--- src/rtl/query_streamer.sv ---
// query_streamer
//
// Transmit side of the query-symbol interface. A packed query (2 bits per
// base, 16 bases per 32-bit word, base k in bits [2k+1:2k]) is read from the
// query SRAM and streamed one base per cycle into the query buffer as
// {valid, base[1:0]} symbols. The query is framed by pouring_o, each symbol
// is held under full_i backpressure, and completion is pulsed on done_o.
//
// Ports:
//   clk, rst_n     clock, asynchronous active-low reset
//   start_i        one-cycle request, only honoured in IDLE
//   base_addr_i    word address of the first base (sampled with start_i)
//   length_i       number of bases (sampled with start_i)
//   abort_i        synchronous abort of the query in flight
//   busy_o         high while the streamer is not IDLE
//   done_o         one-cycle pulse after the last symbol is accepted
//   mem_ren_o      SRAM read enable
//   mem_addr_o     SRAM read address
//   mem_rdata_i    SRAM read data, valid one cycle after mem_ren_o
//   q_o            symbol: [2]=valid, [1:0]=base
//   pouring_o      high while the query is in flight
//   full_i         receiver full, the symbol on q_o is not taken this cycle
module query_streamer #(
    parameter int WORD_W = 32,
    parameter int ADDR_W = 10,
    parameter int LEN_W  = 12
) (
    input  logic              clk,
    input  logic              rst_n,
    input  logic              start_i,
    input  logic [ADDR_W-1:0] base_addr_i,
    input  logic [LEN_W-1:0]  length_i,
    input  logic              abort_i,
    output logic              busy_o,
    output logic              done_o,
    output logic              mem_ren_o,
    output logic [ADDR_W-1:0] mem_addr_o,
    input  logic [WORD_W-1:0] mem_rdata_i,
    output logic [2:0]        q_o,
    output logic              pouring_o,
    input  logic              full_i
);

    localparam int BASES_PER_WORD = WORD_W / 2;
    localparam int CNT_W          = $clog2(BASES_PER_WORD + 1);

    typedef enum logic [2:0] {
        S_IDLE,
        S_FETCH,
        S_WAIT,
        S_STREAM,
        S_DONE
    } state_t;

    state_t              state, state_n;
    logic [ADDR_W-1:0]   addr, addr_n;
    logic [LEN_W-1:0]    remaining, remaining_n;
    logic [WORD_W-1:0]   shift, shift_n;
    logic [CNT_W-1:0]    cnt, cnt_n;
    logic [WORD_W-1:0]   pf_word, pf_word_n;
    logic                pf_valid, pf_valid_n;
    logic                pf_pending, pf_pending_n;
    logic [2:0]          q_r, q_n;
    logic                pouring_r, pouring_n;
    logic                rd_issue;
    logic                accept;
    logic                more_words;

    // Number of bases the next word contributes, given how many are still owed.
    function automatic logic [CNT_W-1:0] word_bases(input logic [LEN_W-1:0] left);
        if (left >= LEN_W'(BASES_PER_WORD))
            return CNT_W'(BASES_PER_WORD);
        else
            return CNT_W'(left);
    endfunction

    assign accept     = q_r[2] && !full_i;
    // Bases beyond the current word are still owed, so another word is needed.
    assign more_words = remaining > LEN_W'(cnt);

    // State and datapath registers; reset drops any query in progress.
    always_ff @(posedge clk or negedge rst_n) begin
        if (!rst_n) begin
            state      <= S_IDLE;
            addr       <= '0;
            remaining  <= '0;
            shift      <= '0;
            cnt        <= '0;
            pf_word    <= '0;
            pf_valid   <= 1'b0;
            pf_pending <= 1'b0;
            q_r        <= 3'b000;
            pouring_r  <= 1'b0;
        end else begin
            state      <= state_n;
            addr       <= addr_n;
            remaining  <= remaining_n;
            shift      <= shift_n;
            cnt        <= cnt_n;
            pf_word    <= pf_word_n;
            pf_valid   <= pf_valid_n;
            pf_pending <= pf_pending_n;
            q_r        <= q_n;
            pouring_r  <= pouring_n;
        end
    end

    // Next-state logic. cnt holds the bases left in the current word; when it
    // runs out the prefetched word (or one arriving this very cycle) is
    // swapped in so a full-rate stream has no bubble. q_o and pouring_o are
    // computed from the next state so they come straight out of flops.
    always_comb begin
        state_n      = state;
        addr_n       = addr;
        remaining_n  = remaining;
        shift_n      = shift;
        cnt_n        = cnt;
        pf_word_n    = pf_word;
        pf_valid_n   = pf_valid;
        pf_pending_n = 1'b0;
        rd_issue     = 1'b0;

        case (state)
            S_IDLE: begin
                if (start_i) begin
                    if (length_i != '0) begin
                        state_n     = S_FETCH;
                        addr_n      = base_addr_i;
                        remaining_n = length_i;
                    end else begin
                        state_n = S_DONE;
                    end
                end
            end

            S_FETCH: begin
                rd_issue = 1'b1;
                addr_n   = addr + ADDR_W'(1);
                state_n  = S_WAIT;
            end

            S_WAIT: begin
                shift_n = mem_rdata_i;
                cnt_n   = word_bases(remaining);
                state_n = S_STREAM;
            end

            S_STREAM: begin
                if (!pf_valid && !pf_pending && more_words) begin
                    rd_issue     = 1'b1;
                    addr_n       = addr + ADDR_W'(1);
                    pf_pending_n = 1'b1;
                end

                if (accept) begin
                    remaining_n = remaining - LEN_W'(1);
                    if (remaining == LEN_W'(1)) begin
                        state_n = S_DONE;
                        cnt_n   = '0;
                    end else if (cnt > CNT_W'(1)) begin
                        shift_n = shift >> 2;
                        cnt_n   = cnt - CNT_W'(1);
                    end else if (pf_valid) begin
                        shift_n    = pf_word;
                        cnt_n      = word_bases(remaining - LEN_W'(1));
                        pf_valid_n = 1'b0;
                    end else if (pf_pending) begin
                        shift_n = mem_rdata_i;
                        cnt_n   = word_bases(remaining - LEN_W'(1));
                    end else begin
                        cnt_n = '0;
                    end
                    if (pf_pending && cnt > CNT_W'(1)) begin
                        pf_word_n  = mem_rdata_i;
                        pf_valid_n = 1'b1;
                    end
                end else if (cnt == '0) begin
                    // Fetch bubble: the returning word goes straight to current.
                    if (pf_pending) begin
                        shift_n = mem_rdata_i;
                        cnt_n   = word_bases(remaining);
                    end
                end else if (pf_pending) begin
                    pf_word_n  = mem_rdata_i;
                    pf_valid_n = 1'b1;
                end
            end

            S_DONE: begin
                state_n = S_IDLE;
            end

            default: begin
                state_n = S_IDLE;
            end
        endcase

        // Abort wins over everything, including an acceptance this cycle.
        if (abort_i && state != S_IDLE) begin
            state_n      = S_IDLE;
            addr_n       = addr;
            cnt_n        = '0;
            pf_valid_n   = 1'b0;
            pf_pending_n = 1'b0;
            rd_issue     = 1'b0;
        end

        pouring_n = (state_n == S_STREAM);
        q_n       = (state_n == S_STREAM && cnt_n != '0) ? {1'b1, shift_n[1:0]} : 3'b000;
    end

    assign busy_o     = (state != S_IDLE);
    assign done_o     = (state == S_DONE);
    assign mem_ren_o  = rd_issue;
    assign mem_addr_o = addr;
    assign q_o        = q_r;
    assign pouring_o  = pouring_r;

endmodule

--- config.mk ---
export PLATFORM = sky130hd
export DESIGN_NAME = query_streamer
export DESIGN_NICKNAME = d
export VERILOG_FILES = /design/src/rtl/query_streamer.sv
export SDC_FILE = /design/constraint.sdc
export NUM_CORES = 1
export LEC_CHECK = 0
export CAP_MARGIN = 25
export CORE_MARGIN = 2
export CORE_UTILIZATION = 57
export CTS_CLUSTER_SIZE = 40
export DETAILED_ROUTE_END_ITERATION = 7
export PLACE_DENSITY = 0.81
export SYNTH_ARGS = -nofsm -noshare
export SYNTH_HDL_FRONTEND = slang
export SYNTH_SLANG_ARGS = --single-unit
--- constraint.sdc ---
create_clock -name clk -period 3.9 [get_ports clk]
set_clock_uncertainty 0.2 [all_clocks]
set_input_delay 0.78 -clock clk [delete_from_list [all_inputs] [get_ports clk]]
set_output_delay 0.78 -clock clk [all_outputs]
set_load 0.01 [all_outputs]
Yosys cells after proc, flatten, opt, wreduce, memory -nomap -nowiden
Cells that the tools add are included.
{"block": "totals", "regBits": 100, "word_cells": 111}
{"block": "classes", "n_eq_ne": 17, "bitwise_logic": 1, "n_addsub": 3, "magnitude_cmp": 4, "n_mux": 50, "n_reduce_logical": 25}
{"operator": "$mux W32", "count": 10}
{"operator": "$pmux W32 S2", "count": 1}
{"operator": "$mux W5", "count": 10}
{"operator": "$mux W12", "count": 3}
{"operator": "$mux W10", "count": 3}
{"operator": "$pmux W10 S3", "count": 1}
{"operator": "$ge A12 B5 Y1 const B", "count": 2}
{"operator": "$pmux W12 S2", "count": 1}
{"operator": "$mux W3", "count": 6}
{"operator": "$eq A12 B1 Y1 const B", "count": 1}
{"operator": "$gt A12 B5 Y1", "count": 1}
{"operator": "$mux W1", "count": 12}
{"operator": "$pmux W3 S4", "count": 1}
{"operator": "$reduce_bool A12 Y1", "count": 1}
{"operator": "$sub A12 B1 Y12 const B", "count": 1}
{"operator": "$add A10 B1 Y10 const B", "count": 1}
{"operator": "$ne A2 B2 Y1 const B", "count": 5}
{"operator": "$pmux W5 S2", "count": 1}
{"operator": "$reduce_and A5 Y1", "count": 2}
{"operator": "$eq A3 B2 Y1 const B", "count": 3}
{"operator": "$reduce_bool A3 Y1", "count": 3}
{"operator": "$ne A4 B2 Y1 const B", "count": 2}
{"operator": "$reduce_and A4 Y1", "count": 2}
{"operator": "$reduce_bool A2 Y1", "count": 4}
{"operator": "other kinds (15)", "count": 23}

Logic depth before layout (Yosys ltp)
{"block": "depth", "ltp_word": 13, "depth_mapped": 12, "ltp_nobuf": 10}

Worst setup path after synthesis
No wires, ideal clock.
{"block": "synth_path", "kind": "register to register", "start": "register remaining[0]", "end": "register q_r[0], in the netlist q_o[0]", "n_path_buf": 2, "t_required_ps": 3612, "path_slack_ps": 956, "arrival_time_ps": 2656, "path_stages_with_launch": 13, "setup_time_ps": 88, "path_cell_list": "dfrtp_1 -> buf_2 -> inv_1 -> ha_1 -> clkbuf_1 -> or3b_2 -> o22ai_2 -> nor2_1 -> or4b_1 -> o21ai_1 -> o2111a_2 -> nor4_2 -> nor3b_1"}
{"block": "synth_between", "elab_chain_len": 13, "word_cells_on_any_way": 26, "cone_classes": "1 x add/sub; 2 x order compare; 2 x eq/ne; 19 x mux; 2 x reduce/logical"}
{"item": "from (decl)", "line_no": "57", "text": "logic [LEN_W-1:0] remaining, remaining_n;"}
{"item": "from (signal assigned)", "line_no": "97", "text": "remaining <= remaining_n;"}
{"item": "$sub A12 B1 Y12", "line_no": "165, 169"}
{"item": "$ge A12 B5 Y1", "line_no": "71", "text": "if (left >= LEN_W'(BASES_PER_WORD))"}
{"item": "$mux W5", "line_no": "71"}
{"item": "$mux W5", "line_no": "167", "text": "end else if (pf_pending) begin"}
{"item": "$mux W5", "line_no": "163", "text": "end else if (pf_valid) begin"}
{"item": "$mux W5", "line_no": "160", "text": "end else if (cnt > CNT_W'(1)) begin"}
{"item": "$mux W5", "line_no": "157", "text": "if (remaining == LEN_W'(1)) begin"}
{"item": "$mux W5", "line_no": "155", "text": "if (accept) begin"}
{"item": "$pmux W5 S2 *", "line_no": "123", "text": "case (state)"}
{"item": "$mux W5 *", "line_no": "199", "text": "if (abort_i && state != S_IDLE) begin"}
{"item": "via cnt_n[0]", "line_no": "59", "text": "logic [CNT_W-1:0] cnt, cnt_n;"}
{"item": "$reduce_bool A5 Y1 *", "line_no": "209", "text": "q_n = (state_n == S_STREAM && cnt_n != '0) ? {1'b1, shift_n[1:0]} : 3'b000;"}
{"item": "$logic_and A1 B1 Y1 *", "line_no": "209"}
{"item": "$mux W3 *", "line_no": "209"}
{"item": "via q_n[0]", "line_no": "63", "text": "logic [2:0] q_r, q_n;"}
{"item": "to (signal assigned)", "line_no": "103", "text": "q_r <= q_n;"}
{"item": "to (decl)", "line_no": "63"}
Mark *: on every way through the listed nets, which the timed path passes. The rest lies on a longest branch. The select of a mux whose other input is x is not followed.
A chain may end at the register's enable or synchronous reset.

Worst setup path in the final report
{"block": "layout_path", "start": "register cnt[1]", "end": "output port mem_ren_o"}
{"block": "layout_between", "elab_chain_len": 5}
{"item": "from (decl)", "line_no": "59"}
{"item": "from (signal assigned)", "line_no": "99", "text": "cnt <= cnt_n;"}
{"item": "$gt A12 B5 Y1", "line_no": "79", "text": "assign more_words = remaining > LEN_W'(cnt);"}
{"item": "$logic_and A1 B1 Y1", "line_no": "149", "text": "if (!pf_valid && !pf_pending && more_words) begin"}
{"item": "$mux W1", "line_no": "149"}
{"item": "$pmux W1 S2", "line_no": "123"}
{"item": "$mux W1", "line_no": "199"}
{"item": "to (decl)", "line_no": "36", "text": "output logic mem_ren_o,"}
No other way between the ends.

==> impl_metrics.ini <==
[setup_path]
crit_required_ps = 2920
r2r_slack_ps = 700
timing.rr.start = cnt[0]
r2r_end = q_o[1]
cp-end-kind = output pin
cp_data_arrival_time_ps = 2610
crit_chain = inv_1 -> ha_1 -> nor2b_1 -> o21a_1 -> o21a_1 -> o21ai_0 -> a22oi_1 -> o41ai_2 -> a211oi_1 -> dlymetal6s2s_1
worstSetupStartpointType = flip-flop
rr_worst_depth = 10
crit_top_cell = o21a_1
crit_path_top_delay_cell = dfrtp_1
critical_path_class = flip-flop to output pin
worstPathMaxFanout = 4
slowest_delay_ps = 410

[cells_and_area]
n_antenna_cell = 0
regArea_um2 = 2510
area_growth_pct = 18.6
drive_gt1_share_pct = 11.1
multi_input_area_um2 = 3720
fillCellCount = 875
nets = 896

[synthesis]
ys_seq_area_share_pct = 38.5
synth_area_um2 = 6500
synthArstFlopShare_pct = 100
ys_ff_latch = 100
synth-edff-count = 0
ys_types = 62
syn_inst = 779
syn_nets = 849
avgSynthCellArea_um2 = 8.34
yosys_most_used_dff = dfrtp_1
ys_warn_count = 0

[clocking]
cts_buffers = 9
cts.sinks = 100
cts_root_buf = clkbuf_16
ctsHoldBuffers = 0
clockBufferDepth = 2
cts_tree = built
clock_latency_ps = 350
path_clk_slew_ps = 70
htreeDepth = 3

[timing]
drv_slew = 0
rsz0062_at_grt = no
hold_viol_final = 0
fin_crit_ps = 3590
whs_ps = 270
setup_slack_ps = 310
final.setup.tns_ps = 0
fmax_ghz = 0.279
setup_viol = 0
slew-limit-headroom_pct = 47.8
worst_slew_pin_slew_ps = 781
period_share_pct = 92.1

[die]
core_area_um2 = 11000
fp.dieH_um = 111
rows = 38
initial_core_util_pct = 59.1
die-area_um2 = 12300
io_pins = 76
die_w_um = 111

[power_and_ir_drop]
power_leakage_nw = 3.16
ir_drop_v = 0.000516
p_per_area_nw_per_um2 = 733

[placement]
numPortBuffers = 75
place_worst_setup_slack_ps = 387
gp_routability_congestion = 0.890
hpwlAfterDp_um = 12200

[route]
firstDrtPassIters = 6
viasPerCell = 6.47
drt_wl_total_um = 18800
first_iter_violations = 700
detail-route-antenna-nets = 0
vias = 6281
wl_per_cell_um = 19.3
drc = 0

[flow_run]
maxCapViolCount = 0

[global_routing]
grt.total_usage_pct = 30.6
overflow = 0
grt_max_degree = 101
grt_first_pass_wirelength_um = 30800
first_global_vias = 6145
antenna_found_initial = 0

[hold_path]
hold_path_class = input port to asynchronous set/reset pin

[run_status]
status = completed
==> cell usage after synthesis, drive strengths merged, types with 3 or more instances <==
cell | number | area share (%)
and3 | 5 | 0.48
nor2 | 93 | 5.4
a31oi | 8 | 0.77
nor3 | 13 | 1.1
o31ai | 8 | 1.0
mux2 | 34 | 5.9
dfrtp | 100 | 39
nor4 | 10 | 1.1
a21oi | 86 | 6.6
nand3 | 19 | 1.5
clkbuf | 43 | 2.5
ha | 11 | 2.1
or2 | 3 | 0.29
buf | 17 | 1.3
inv | 14 | 0.81
o22ai | 30 | 3.0
nand2 | 91 | 5.3
xnor2 | 4 | 0.54
o22a | 6 | 0.81
nand2b | 4 | 0.39
mux2i | 34 | 5.2
o21ai | 46 | 3.5
nor3b | 8 | 1.0
or3 | 5 | 0.48
a211oi | 7 | 0.81
nand4 | 3 | 0.29
a32oi | 3 | 0.40
a22oi | 34 | 3.9
o21a | 4 | 0.46
nor2b | 4 | 0.39
or4 | 4 | 0.52
==> report_power, final <==
| part | internal [mW] | switching, mW | total, mW |
|---|---|---|---|
| Combinational | 1.18 | 1.66 | 2.84 |
| Sequential | 1.43 | 0.422 | 1.85 |
| Clock | 0.540 | 0.414 | 0.954 |
| Total | 3.15 | 2.49 | 5.64 |
==> registers in the layout (all words and copies together) (netlist names) <==
register    flops
q_o             3
pf_pending      1
pouring_o       1
mem_addr_o     10
state           3
remaining      12
shift          32
cnt             5
pf_valid        1
pf_word        32
==> metal layers <==
layer / share of wire, % / track usage (%)
met5: 0 / 0
met2: 48 / 49.5
met3: 6.0 / 6.12
met1: 43 / 40.7
met4: 2.7 / 11.4
==> metrics by stage <==
stage / cell area [um2] / util [%] / power [mW] / std cells
detailed placement: 7360 / 67.0 / 4.62 / 953
floorplan: 6500 / - / 3.76 / 779
CTS: 7680 / 69.9 / 5.60 / 969
finish: 7710 / 70.2 / 5.64 / 971
global route: 7710 / 70.2 / 6.05 / 971
global placement: 7360 / 67.0 / 4.51 / 953
==> cell type report <==
class	count	share of cell area, %
clock buffers	11	3.28
clock inverters	5	0.844
inverters	15	0.731
multi-input cells	604	48.2
flip-flops and latches	100	32.5
well taps	140	2.27
repair buffers	96	12.1
==> placed cells by master, fill, tap and decap left out, types with 5 or more instances in the layout <==
master           instances
dfrtp_1                 97
clkdlybuf4s50_1         73
nor2_1                  90
nand3_1                 19
mux2i_1                 34
ha_1                    11
a22oi_1                 34
and3_1                   5
o22a_1                   6
a211oi_1                 7
buf_4                   20
inv_1                   14
a31oi_1                  8
clkbuf_16                9
nand2_1                 91
o21ai_0                 42
nor3_1                  12
o22ai_1                 29
nor3b_1                  7
a21oi_1                 86
nor4_1                   9
or3_1                    5
mux2_2                  34
o31ai_1                  7
==> cells by family after synthesis <==
kind of cell / Yosys count / share of synthesized area (%)
buf+inv: 75 / 4.62
simple gates: 273 / 19.5
fa+ha+maj: 11 / 2.12
mux: 68 / 11.1
compound gates: 248 / 23.5
xor+xnor: 4 / 0.539
flops: 100 / 38.5
==> critical path: cells and delay by family (launching register included) <==
family | cells | cell delay (ps)
AO/OA/AOI/OAI | 6 | 1110
flip-flops | 1 | 410
buffers and inverters | 2 | 340
adder cells (fa/ha/maj) | 1 | 260
AND/OR/NAND/NOR | 1 | 140
==> repair_timing <==
action,4_1_cts,5_1_grt
hold endpoints to repair,0,0
gates resized for setup,0,3
setup buffers,0,1
endpoints found under the setup margin,0,1
==> worst max-delay path by stage <==
stage	start	to	slack [ps]
floorplan	remaining[0]	q_o[0]	960
global placement	remaining[1]	mem_ren_o	460
detailed placement	remaining[1]	mem_ren_o	390
CTS	remaining[1]	mem_ren_o	6
global route	cnt[1]	mem_ren_o	130
finish	cnt[1]	mem_ren_o	310
Power figures use the tool's default switching activity.
